===== config.mk =====
export PLATFORM = sky130hd
export DESIGN_NAME = reader_pie_tx
export DESIGN_NICKNAME = d
export VERILOG_FILES = /design/src/rtl/reader_pie_tx_pkg.sv /design/src/rtl/reader_crc16.sv /design/src/rtl/reader_pie_tx.sv
export SDC_FILE = /design/constraint.sdc
export NUM_CORES = 1
export LEC_CHECK = 0
export CAP_MARGIN = 40
export CORE_MARGIN = 2
export CORE_UTILIZATION = 36
export DETAILED_ROUTE_END_ITERATION = 10
export SLEW_MARGIN = 20
export SYNTH_ARGS = -nofsm -noshare
export SYNTH_HDL_FRONTEND = slang
export SYNTH_SLANG_ARGS = --single-unit
export TNS_END_PERCENT = 10

===== constraint.sdc =====
create_clock -name clk -period 3.5 [get_ports clk]
set_input_delay 0.525 -clock clk [delete_from_list [all_inputs] [get_ports clk]]
set_output_delay 0.525 -clock clk [all_outputs]
set_load 0.01 [all_outputs]

===== src/rtl/reader_pie_tx_pkg.sv =====
// reader_pie_tx_pkg
//   Shared definitions for the reader forward-link transmitter:
//   FSM state encoding, CRC-16 polynomial/preset, default PIE timing
//   constants and a serial CRC-16 step helper.
//   READER_CRC16_EN adds the CRC state to the encoding.
package reader_pie_tx_pkg;

  localparam int unsigned DEF_MAX_BITS  = 64;
  localparam int unsigned DEF_TARI_CYC  = 25;
  localparam int unsigned DEF_D1_CYC    = 44;
  localparam int unsigned DEF_PW_CYC    = 12;
  localparam int unsigned DEF_DELIM_CYC = 25;

  localparam logic [15:0] CRC16_POLY   = 16'h1021;
  localparam logic [15:0] CRC16_PRESET = 16'hFFFF;

  typedef enum logic [2:0] {
    ST_IDLE  = 3'd0,
    ST_DELIM = 3'd1,
    ST_D0    = 3'd2,
    ST_RTCAL = 3'd3,
    ST_TRCAL = 3'd4,
    ST_DATA  = 3'd5,
`ifdef READER_CRC16_EN
    ST_CRC   = 3'd6,
`endif
    ST_FIN   = 3'd7
  } state_t;

  // One MSB-first shift of the CRC-16 register.
  function automatic logic [15:0] crc16_step(input logic [15:0] c, input logic b);
    logic fb;
    fb = c[15] ^ b;
    return {c[14:0], 1'b0} ^ (fb ? CRC16_POLY : 16'h0000);
  endfunction

endpackage


===== src/rtl/reader_crc16.sv =====
// reader_crc16
//   Serial CRC-16 (poly 0x1021, preset 0xFFFF), MSB first. Only used
//   when READER_CRC16_EN is defined.
// Ports:
//   clk, reset (sync, active-low)
//   clear   - preset the register
//   bitclk  - advance by one bit
//   din     - data bit to absorb
//   crc     - raw (not complemented) CRC register
module reader_crc16
  import reader_pie_tx_pkg::*;
(
  input  logic        clk,
  input  logic        reset,
  input  logic        clear,
  input  logic        bitclk,
  input  logic        din,
  output logic [15:0] crc
);

  always_ff @(posedge clk) begin
    if (!reset || clear) crc <= CRC16_PRESET;
    else if (bitclk)     crc <= crc16_step(crc, din);
  end

endmodule


===== src/rtl/reader_pie_tx.sv =====
// reader_pie_tx
//   Gen2 interrogator forward-link PIE transmitter. Sends delimiter,
//   data-0, RTcal, optional TRcal, then cmd_len payload bits MSB first.
//   Optional feature macro: READER_CRC16_EN (appends ~CRC-16 of payload
//   when append_crc=1 at start).
// Ports:
//   clk, reset (sync, active-low)
//   start       - frame request, sampled while busy=0
//   preamble    - 1: include TRcal
//   trcal_cyc   - TRcal length (clamped to >= PW_CYC+1)
//   cmd_len     - payload bits (clamped to MAX_BITS)
//   cmd_data    - payload, bit MAX_BITS-1 sent first
//   append_crc  - CRC-16 append request
//   modout      - 1 = CW, 0 = attenuated
//   busy        - frame in progress
//   done        - one-cycle pulse after the frame
module reader_pie_tx
  import reader_pie_tx_pkg::*;
#(
  parameter int unsigned MAX_BITS  = DEF_MAX_BITS,
  parameter int unsigned TARI_CYC  = DEF_TARI_CYC,
  parameter int unsigned D1_CYC    = DEF_D1_CYC,
  parameter int unsigned PW_CYC    = DEF_PW_CYC,
  parameter int unsigned DELIM_CYC = DEF_DELIM_CYC
) (
  input  logic                clk,
  input  logic                reset,
  input  logic                start,
  input  logic                preamble,
  input  logic [9:0]          trcal_cyc,
  input  logic [7:0]          cmd_len,
  input  logic [MAX_BITS-1:0] cmd_data,
  input  logic                append_crc,
  output logic                modout,
  output logic                busy,
  output logic                done
);

  localparam int unsigned RTCAL_CYC = TARI_CYC + D1_CYC;
  localparam logic [9:0]  L_DELIM   = 10'(DELIM_CYC - 1);
  localparam logic [9:0]  L_TARI    = 10'(TARI_CYC - 1);
  localparam logic [9:0]  L_D1      = 10'(D1_CYC - 1);
  localparam logic [9:0]  L_RTCAL   = 10'(RTCAL_CYC - 1);
  localparam logic [9:0]  PW_LIM    = 10'(PW_CYC);
  localparam logic [9:0]  TRCAL_MIN = 10'(PW_CYC + 1);
  localparam logic [7:0]  MAX_LEN   = 8'(MAX_BITS);

  state_t              state, state_n;
  logic [9:0]          cnt, cnt_n;       // cycles left in current symbol
  logic [MAX_BITS-1:0] sh, sh_n;         // payload, next bit at MSB
  logic [7:0]          len_q, len_n;     // payload bits not yet started
  logic                pre_q, pre_n;
  logic [9:0]          trcal_q, trcal_n;
  logic                go_payload;
  logic                crc_clr, crc_clk;

`ifdef READER_CRC16_EN
  logic [4:0]  crc_left, crc_left_n;
  logic [15:0] crc;
  logic        crc_bit;

  // CRC absorbs each payload bit as its symbol is loaded, so the register
  // is final before the CRC symbols begin.
  reader_crc16 u_crc (
    .clk    (clk),
    .reset  (reset),
    .clear  (crc_clr),
    .bitclk (crc_clk),
    .din    (sh[MAX_BITS-1]),
    .crc    (crc)
  );
  assign crc_bit = ~crc[4'(crc_left - 5'd1)];
`else
  logic unused_append_crc;
  assign unused_append_crc = append_crc;
`endif

  always_ff @(posedge clk) begin
    if (!reset) begin
      state   <= ST_IDLE;
      cnt     <= '0;
      sh      <= '0;
      len_q   <= '0;
      pre_q   <= 1'b0;
      trcal_q <= '0;
`ifdef READER_CRC16_EN
      crc_left <= '0;
`endif
    end else begin
      state   <= state_n;
      cnt     <= cnt_n;
      sh      <= sh_n;
      len_q   <= len_n;
      pre_q   <= pre_n;
      trcal_q <= trcal_n;
`ifdef READER_CRC16_EN
      crc_left <= crc_left_n;
`endif
    end
  end

  always_comb begin
    state_n    = state;
    cnt_n      = cnt;
    sh_n       = sh;
    len_n      = len_q;
    pre_n      = pre_q;
    trcal_n    = trcal_q;
    go_payload = 1'b0;
    crc_clr    = 1'b0;
    crc_clk    = 1'b0;
`ifdef READER_CRC16_EN
    crc_left_n = crc_left;
`endif
    case (state)
      ST_IDLE, ST_FIN: begin
        if (start) begin
          state_n = ST_DELIM;
          cnt_n   = L_DELIM;
          sh_n    = cmd_data;
          len_n   = (cmd_len > MAX_LEN) ? MAX_LEN : cmd_len;
          pre_n   = preamble;
          trcal_n = (trcal_cyc <= PW_LIM) ? TRCAL_MIN : trcal_cyc;
          crc_clr = 1'b1;
`ifdef READER_CRC16_EN
          crc_left_n = append_crc ? 5'd16 : 5'd0;
`endif
        end else begin
          state_n = ST_IDLE;
        end
      end
      ST_DELIM: begin
        if (cnt == '0) begin state_n = ST_D0; cnt_n = L_TARI; end
        else cnt_n = cnt - 10'd1;
      end
      ST_D0: begin
        if (cnt == '0) begin state_n = ST_RTCAL; cnt_n = L_RTCAL; end
        else cnt_n = cnt - 10'd1;
      end
      ST_RTCAL: begin
        if (cnt == '0) begin
          if (pre_q) begin state_n = ST_TRCAL; cnt_n = trcal_q - 10'd1; end
          else go_payload = 1'b1;
        end else cnt_n = cnt - 10'd1;
      end
      default: begin  // TRCAL, DATA, CRC
        if (cnt == '0) go_payload = 1'b1;
        else cnt_n = cnt - 10'd1;
      end
    endcase

    // Shared symbol-boundary selection of the next payload/CRC bit.
    if (go_payload) begin
      if (len_q != '0) begin
        state_n = ST_DATA;
        cnt_n   = sh[MAX_BITS-1] ? L_D1 : L_TARI;
        sh_n    = sh << 1;
        len_n   = len_q - 8'd1;
        crc_clk = 1'b1;
      end
`ifdef READER_CRC16_EN
      else if (crc_left != '0) begin
        state_n    = ST_CRC;
        cnt_n      = crc_bit ? L_D1 : L_TARI;
        crc_left_n = crc_left - 5'd1;
      end
`endif
      else begin
        state_n = ST_FIN;
      end
    end
  end

  always_comb begin
    modout = 1'b1;
    busy   = 1'b0;
    done   = 1'b0;
    case (state)
      ST_IDLE: ;
      ST_FIN:  done = 1'b1;
      ST_DELIM: begin modout = 1'b0; busy = 1'b1; end
      default: begin modout = (cnt >= PW_LIM); busy = 1'b1; end
    endcase
  end

endmodule


# --- Word-level counts from Yosys, hierarchy flattened ---
# Index checks and enable logic that the tools add are counted.
word_totals:
  register_bits: 96
  in_bits: 87
  output_inout_bits: 3
classes:
  n_addsub: 3
  magnitude_cmp: 3
  eq_ne: 8
  muxes: 35
  reduce_logical: 8
ops:
  columns: ["cell", "count"]
  rows:
  - ["2-to-1 mux 64 bit", 4]
  - ["2-to-1 mux 10 bit", 9]
  - ["2-to-1 mux 8 bit", 5]
  - ["case mux 10 bit (4 select lines)", 1]
  - ["subtractor 10 x 1 -> 10 bit (second input constant)", 2]
  - ["2-to-1 mux 3 bit", 5]
  - ["!= test 3 bit (second input constant)", 4]
  - ["case mux 3 bit (4 select lines)", 1]
  - [">= comparator 10 x 4 -> 1 bit (second input constant)", 1]
  - ["less-or-equal comparator 10 x 4 -> 1 bit (second input constant)", 1]
  - ["logical NOT 10 bit", 1]
  - ["greater-than comparator 8 x 7 -> 1 bit (second input constant)", 1]
  - ["nonzero test 8 bit", 1]
  - ["subtractor 8 x 1 -> 8 bit (second input constant)", 1]
  - ["equality test 3 x 2 -> 1 bit (second input constant)", 2]
  - ["2-to-1 mux 1 bit", 6]
  - ["2-to-1 mux 6 bit", 1]
  - ["AND reduction 5 bit", 1]
  - ["nonzero test 5 bit", 1]
  - ["case mux 1 bit (2 select lines)", 2]
  - ["OR reduction 4 bit", 1]
  - ["equality test 3 x 1 -> 1 bit (second input constant)", 1]
  - ["equality test 3 bit (second input constant)", 1]
  - ["logical NOT 3 bit", 1]
  - ["3 further kinds", 3]

# --- Longest topological paths before layout ---
logic_depth:
  word_depth: 6
  ltp_mapped: 12

# --- Least setup slack after synthesis ---
# Ideal clock, no wire load.
synth_path:
  path_kind: "register to register"
  start: "register cnt[0]"
  end: "register cnt[0]"
  arrival_time_ns: 2.406
  required_ns: 3.378
  path_slack_ns: 0.972
  path_stages_with_launch: 13
  path_buffers: 2
  synth_period_minus_slack_ns: 2.528
  cell_sequence: "dfxtp_1 -> inv_1 -> ha_1 -> nor3b_2 -> and3_1 -> buf_2 -> inv_2 -> buf_2 -> ha_1 -> maj3_1 -> o22a_1 -> a31oi_1 -> o31ai_1"
synth_between:
  elab_chain_cells: 5
  elab_cells_between_ends: 14
synth_rtl:
  columns: ["item", "line_no", "rtl"]
  rows:
  - ["from (decl)", "reader_pie_tx.sv:49", "logic [9:0] cnt, cnt_n;"]
  - ["from (signal assigned)", "reader_pie_tx.sv:91", "cnt <= cnt_n;"]
  - ["subtractor 10 x 1 -> 10 bit, or another cell as far along", null, null]
  - ["2-to-1 mux 10 bit (on tied branches)", null, null]
  - ["case mux 10 bit (4 select lines)", "reader_pie_tx.sv:115", "case (state)"]
  - ["2-to-1 mux 10 bit", "reader_pie_tx.sv:154", "if (len_q != '0) begin"]
  - ["2-to-1 mux 10 bit *", "reader_pie_tx.sv:153", "if (go_payload) begin"]
# Every way passes the cells marked *; elsewhere a longest branch is shown, timed or not.
# A chain may end at the register's enable or synchronous reset.

# --- Worst setup path after layout ---
layout_path:
  start: "register state[2]"
  end: "output port busy"
layout_between:
  elab_chain_cells: 3
  elab_cells_between_ends: 4
layout_rtl:
  columns: ["item", "line_no", "rtl"]
  rows:
  - ["from (decl)", "reader_pie_tx.sv:48", "state_t state, state_n;"]
  - ["from (signal assigned)", "reader_pie_tx.sv:90", "state <= state_n;"]
  - ["equality test 3 bit or logical NOT 3 bit (tied branches)", "reader_pie_tx.sv:178", "case (state)"]
  - ["OR reduction 2 bit (no line) *", null, null]
  - ["2-to-1 mux 1 bit *", "reader_pie_tx.sv:178", null]
  - ["to (decl)", "reader_pie_tx.sv:35", "output logic busy,"]
# Marked as above.

==> results.txt <==
----------------------------------------------------
[Floorplanning]
  Die boundary height ... 125 µm
  Starting density of the core ... 36.5%
  Top Ports ... 90
  Width of the die ... 125 µm
  Die outline area ... 15,600 µm²
  Std cell rows ... 44
  Core area ... 14,400 µm²

[Clock tree]
  Number of buffers between clock root and the deepest sink ... 2
  Quantity of gates resized following cts ... 0
  Worst-path clk slew ... 0.07 ns
  Worst-skew pair later-pin latency ... 0.34 ns
  Post-CTS setup repair buffer count ... 0
  CTS sink count ... 96
  CTS H-Tree Depth ... 3
  Number of clock buffers inserted by TritonCTS ... 9
  Buffer cell driving the clock tree root ... clkbuf_16
  CTS tree ... yes
  Count of hold buffers inserted by post-cts repair ... 0

[STA]
  Count of final max-slew check failures ... 0
  Number of setup violations in the final report ... 0
  Shortest clock period the worst path allows after layout ... 3.17 ns
  Number of hold violations in the final report ... 0
  Final worst-path setup slack ... 0.335 ns
  Unrepaired setup endpoints after global routing ... false
  Worst-Margin Slew ... 0.709 ns
  Total negative slack for setup checks ... 0 ns
  Clock Skews ... 0.00497 ns
  Final period utilization ... 90.4%
  Relative slew margins ... 52.3%
  Highest clock rate ... 0.316 GHz

[Synth]
  Net Count, Synth ... 733
  Mean instance size in the synthesized netlist ... 8.19 µm²
  Adder and majority cell fraction of the synthesized area ... 1.38%
  Yosys synthesis warning count ... 0
  Largest family of logic cells by synthesized area ... compound AO/OA/AOI/OAI gates
  Post-synth EDFFs ... 0
  Share of synthesized area occupied by flip-flops and latches ... 36.6%
  Cells after synthesis ... 641
  Synthesized-area fraction occupied by ao, oa, aoi and oai cells ... 28.5%
  Async set or reset register ratio after synthesis ... 0%
  Area of the mapped netlist ... 5250 µm²
  Synth Flop Type ... dfxtp_1
  FF+latch count, synth ... 96
  Simple-gate portion of the synthesized area ... 25.5%
  Distinct cells, synth ... 75
  Multiplexer share of the synthesized area ... 0.572%
  XOR/XNOR share of the synthesized area ... 1.67%

[Drt]
  Wirelength, routed ... 13.4 mm
  Detail Route Antenna Nets ... 0
  Number of detailed-route iterations in the first pass ... 4
  Routed wire length per instance ... 15.1 µm
  Via count normalized by instance count ... 5.43
  Remaining design rule violation count ... 0
  First-iteration detailed-routing DRC count ... 266
  Total vias in the final route ... 4,830

[Setup path]
  Largest driver fanout on the critical path ... 19
  Worst Reg-to-Reg Cells ... 8
  Critical path class ... flip-flop to primary output
  Data required, critical path ... 2.97 ns
  Reg-to-reg slack, setup ... 0.62 ns
  Endpoint of the worst-slack reg-to-reg timing path ... sh[51]$_SDFF_PN0_
  CP Data Arrival Time ... 2.64 ns
  Worst setup endpoint ... busy
  Launch instance of the worst register-to-register path ... len_q[0]$_SDFF_PN0_
  Crit start category ... flip-flop
  Crit path from ... state[2]$_SDFFE_PN0P_
  Sort of element at the end of the critical path ... primary output

[Placement]
  Setup slack after placement ... 0.688 ns
  HPWL after detailed placement ... 9.12 mm
  Weighted congestion reported at the end of routability-driven placement ... 0.885
  Port-buffer cells ... 88

[Pwr]
  LEAKAGE ... 2.40 nW
  Overall Power ... 4.68 mW
  Power density over cell area ... 714 nW/µm²
  Worst vdd ir ... 348 µV

[Global route]
  Initial antenna violation count ... 0
  Total overflow reported by the global router ... 0
  Maximum number of pins on one net before global-route repair ... 80
  First-pass GRT wire length ... 22.6 mm
  Vias in the first global route ... 4,674
  Total GRT Usage ... 17.3%

[Run status]
  Status ... finished, final reports clean

[Layout]
  Top library cells by usage in the layout, fill and taps aside ... nand2_1, dfxtp_1, nor2_1
  Count of nets after finishing ... 792
  Most common cell after layout, fill and taps aside ... nand2_1
  Share of post-route cells with drive strength above 1 ... 12.6%
  Fill cell total of the finished layout ... 1,445
  P&R area growth vs syn ... 24.8%
  Antenna cell count ... 0

[Run]
  Number of max-cap violations ... 0

[Worst hold path]
  Class of the worst hold path ... flip-flop to flip-flop

----------------------------------------------------
stage by stage:
step           util (%)  instances  area (µm²)  hold WS [ns]
2_1_floorplan         -        641        5250         0.437
3_3_place_gp       43.4        872        6230         0.456
3_5_place_dp       43.4        872        6230         0.455
4_1_cts            45.4        888        6520         0.471
5_1_grt            45.6        889        6550         0.499
6_report           45.6        889        6550         0.469
synth_stat cells, drive strengths merged, types with 2 or more instances:
cell / count / share of area [%]
o31ai: 5 / 0.72
a32oi: 4 / 0.67
clkbuf: 32 / 2.3
nand4: 2 / 0.24
inv: 12 / 0.86
a221oi: 5 / 0.83
a311oi: 65 / 17
a21o: 2 / 0.29
nor4: 5 / 1.0
nand2: 162 / 12
o221a: 3 / 0.64
a31oi: 4 / 0.48
o2111ai: 2 / 0.45
xnor2: 7 / 1.2
nor3: 12 / 1.1
a2111oi: 2 / 0.33
ha: 5 / 1.2
o211ai: 2 / 0.29
a21oi: 23 / 2.2
a211oi: 4 / 0.57
xor2: 3 / 0.50
o21bai: 2 / 0.29
o21a: 2 / 0.29
o21ai: 7 / 0.67
nor3b: 3 / 0.52
o22ai: 2 / 0.24
buf: 21 / 2.6
dfxtp: 96 / 37
o22a: 3 / 0.50
mux2i: 3 / 0.57
or4: 3 / 0.43
nor2: 90 / 6.4
and3: 4 / 0.48
and2: 2 / 0.24
nand3: 9 / 0.86
or3: 6 / 0.72
cells by family after synthesis:
logic type / count (synthesis)
buffers and inverters: 66
flip-flops: 96
multiplexers: 3
AND/OR/NAND/NOR: 309
XOR/XNOR: 10
adder cells (fa/ha/maj): 6
AO/OA/AOI/OAI: 151
per-layer routing:
| layer | share of wire (%) | vias to the layer above | GRT usage, % |
|---|---|---|---|
| met3 | 3.5 | 17 | 2.92 |
| met2 | 46 | 90 | 27.9 |
| met4 | 1.9 | 0 | 6.61 |
| li1 | - | 2420 | - |
| met1 | 48 | 2303 | 23.0 |
| met5 | 0 | - | 0 |
critical path, cell delays in order (launching register included):
cell and delay, ns:
dfxtp_1 0.69, a21boi_1 0.54, nor2_1 0.25, inv_2 0.24, clkdlybuf4s50_1 0.58
report_power, final:
| group | switching [mW] | leakage, nW | internal (mW) |
|---|---|---|---|
| combinational | 1.20 | 1.48 | 0.913 |
| clock | 0.414 | 0.141 | 0.577 |
| sequential | 0.241 | 0.787 | 1.34 |
final cells by class:
type | count | area [µm²] | share of cell area (%)
multi-input cells | 479 | 3030 | 46.3
clock buffers | 14 | 254 | 3.88
flip-flops and latches | 96 | 1920 | 29.3
inverters | 13 | 50.0 | 0.764
repair buffers | 101 | 1020 | 15.6
clock inverters | 2 | 38.8 | 0.592
well taps | 184 | 230 | 3.51
worst min-delay path by stage:
stage                     start               end  slack [ns]  cells after the start
2_1_floorplan  sh[0]$_SDFF_PN0_  sh[0]$_SDFF_PN0_        0.44                      2
6_report       sh[0]$_SDFF_PN0_  sh[0]$_SDFF_PN0_        0.47                      2
4_1_cts        sh[0]$_SDFF_PN0_  sh[0]$_SDFF_PN0_        0.47                      2
3_3_place_gp   sh[0]$_SDFF_PN0_  sh[0]$_SDFF_PN0_        0.46                      2
3_5_place_dp   sh[0]$_SDFF_PN0_  sh[0]$_SDFF_PN0_        0.45                      2
5_1_grt        sh[0]$_SDFF_PN0_  sh[0]$_SDFF_PN0_        0.50                      2
flip-flops by register name, summed over array words and instances, names as in the netlist:
signal,count
state,3
len_q,8
sh,64
pre_q,1
trcal_q,10
cnt,10
Power figures use the tool's default switching activity.
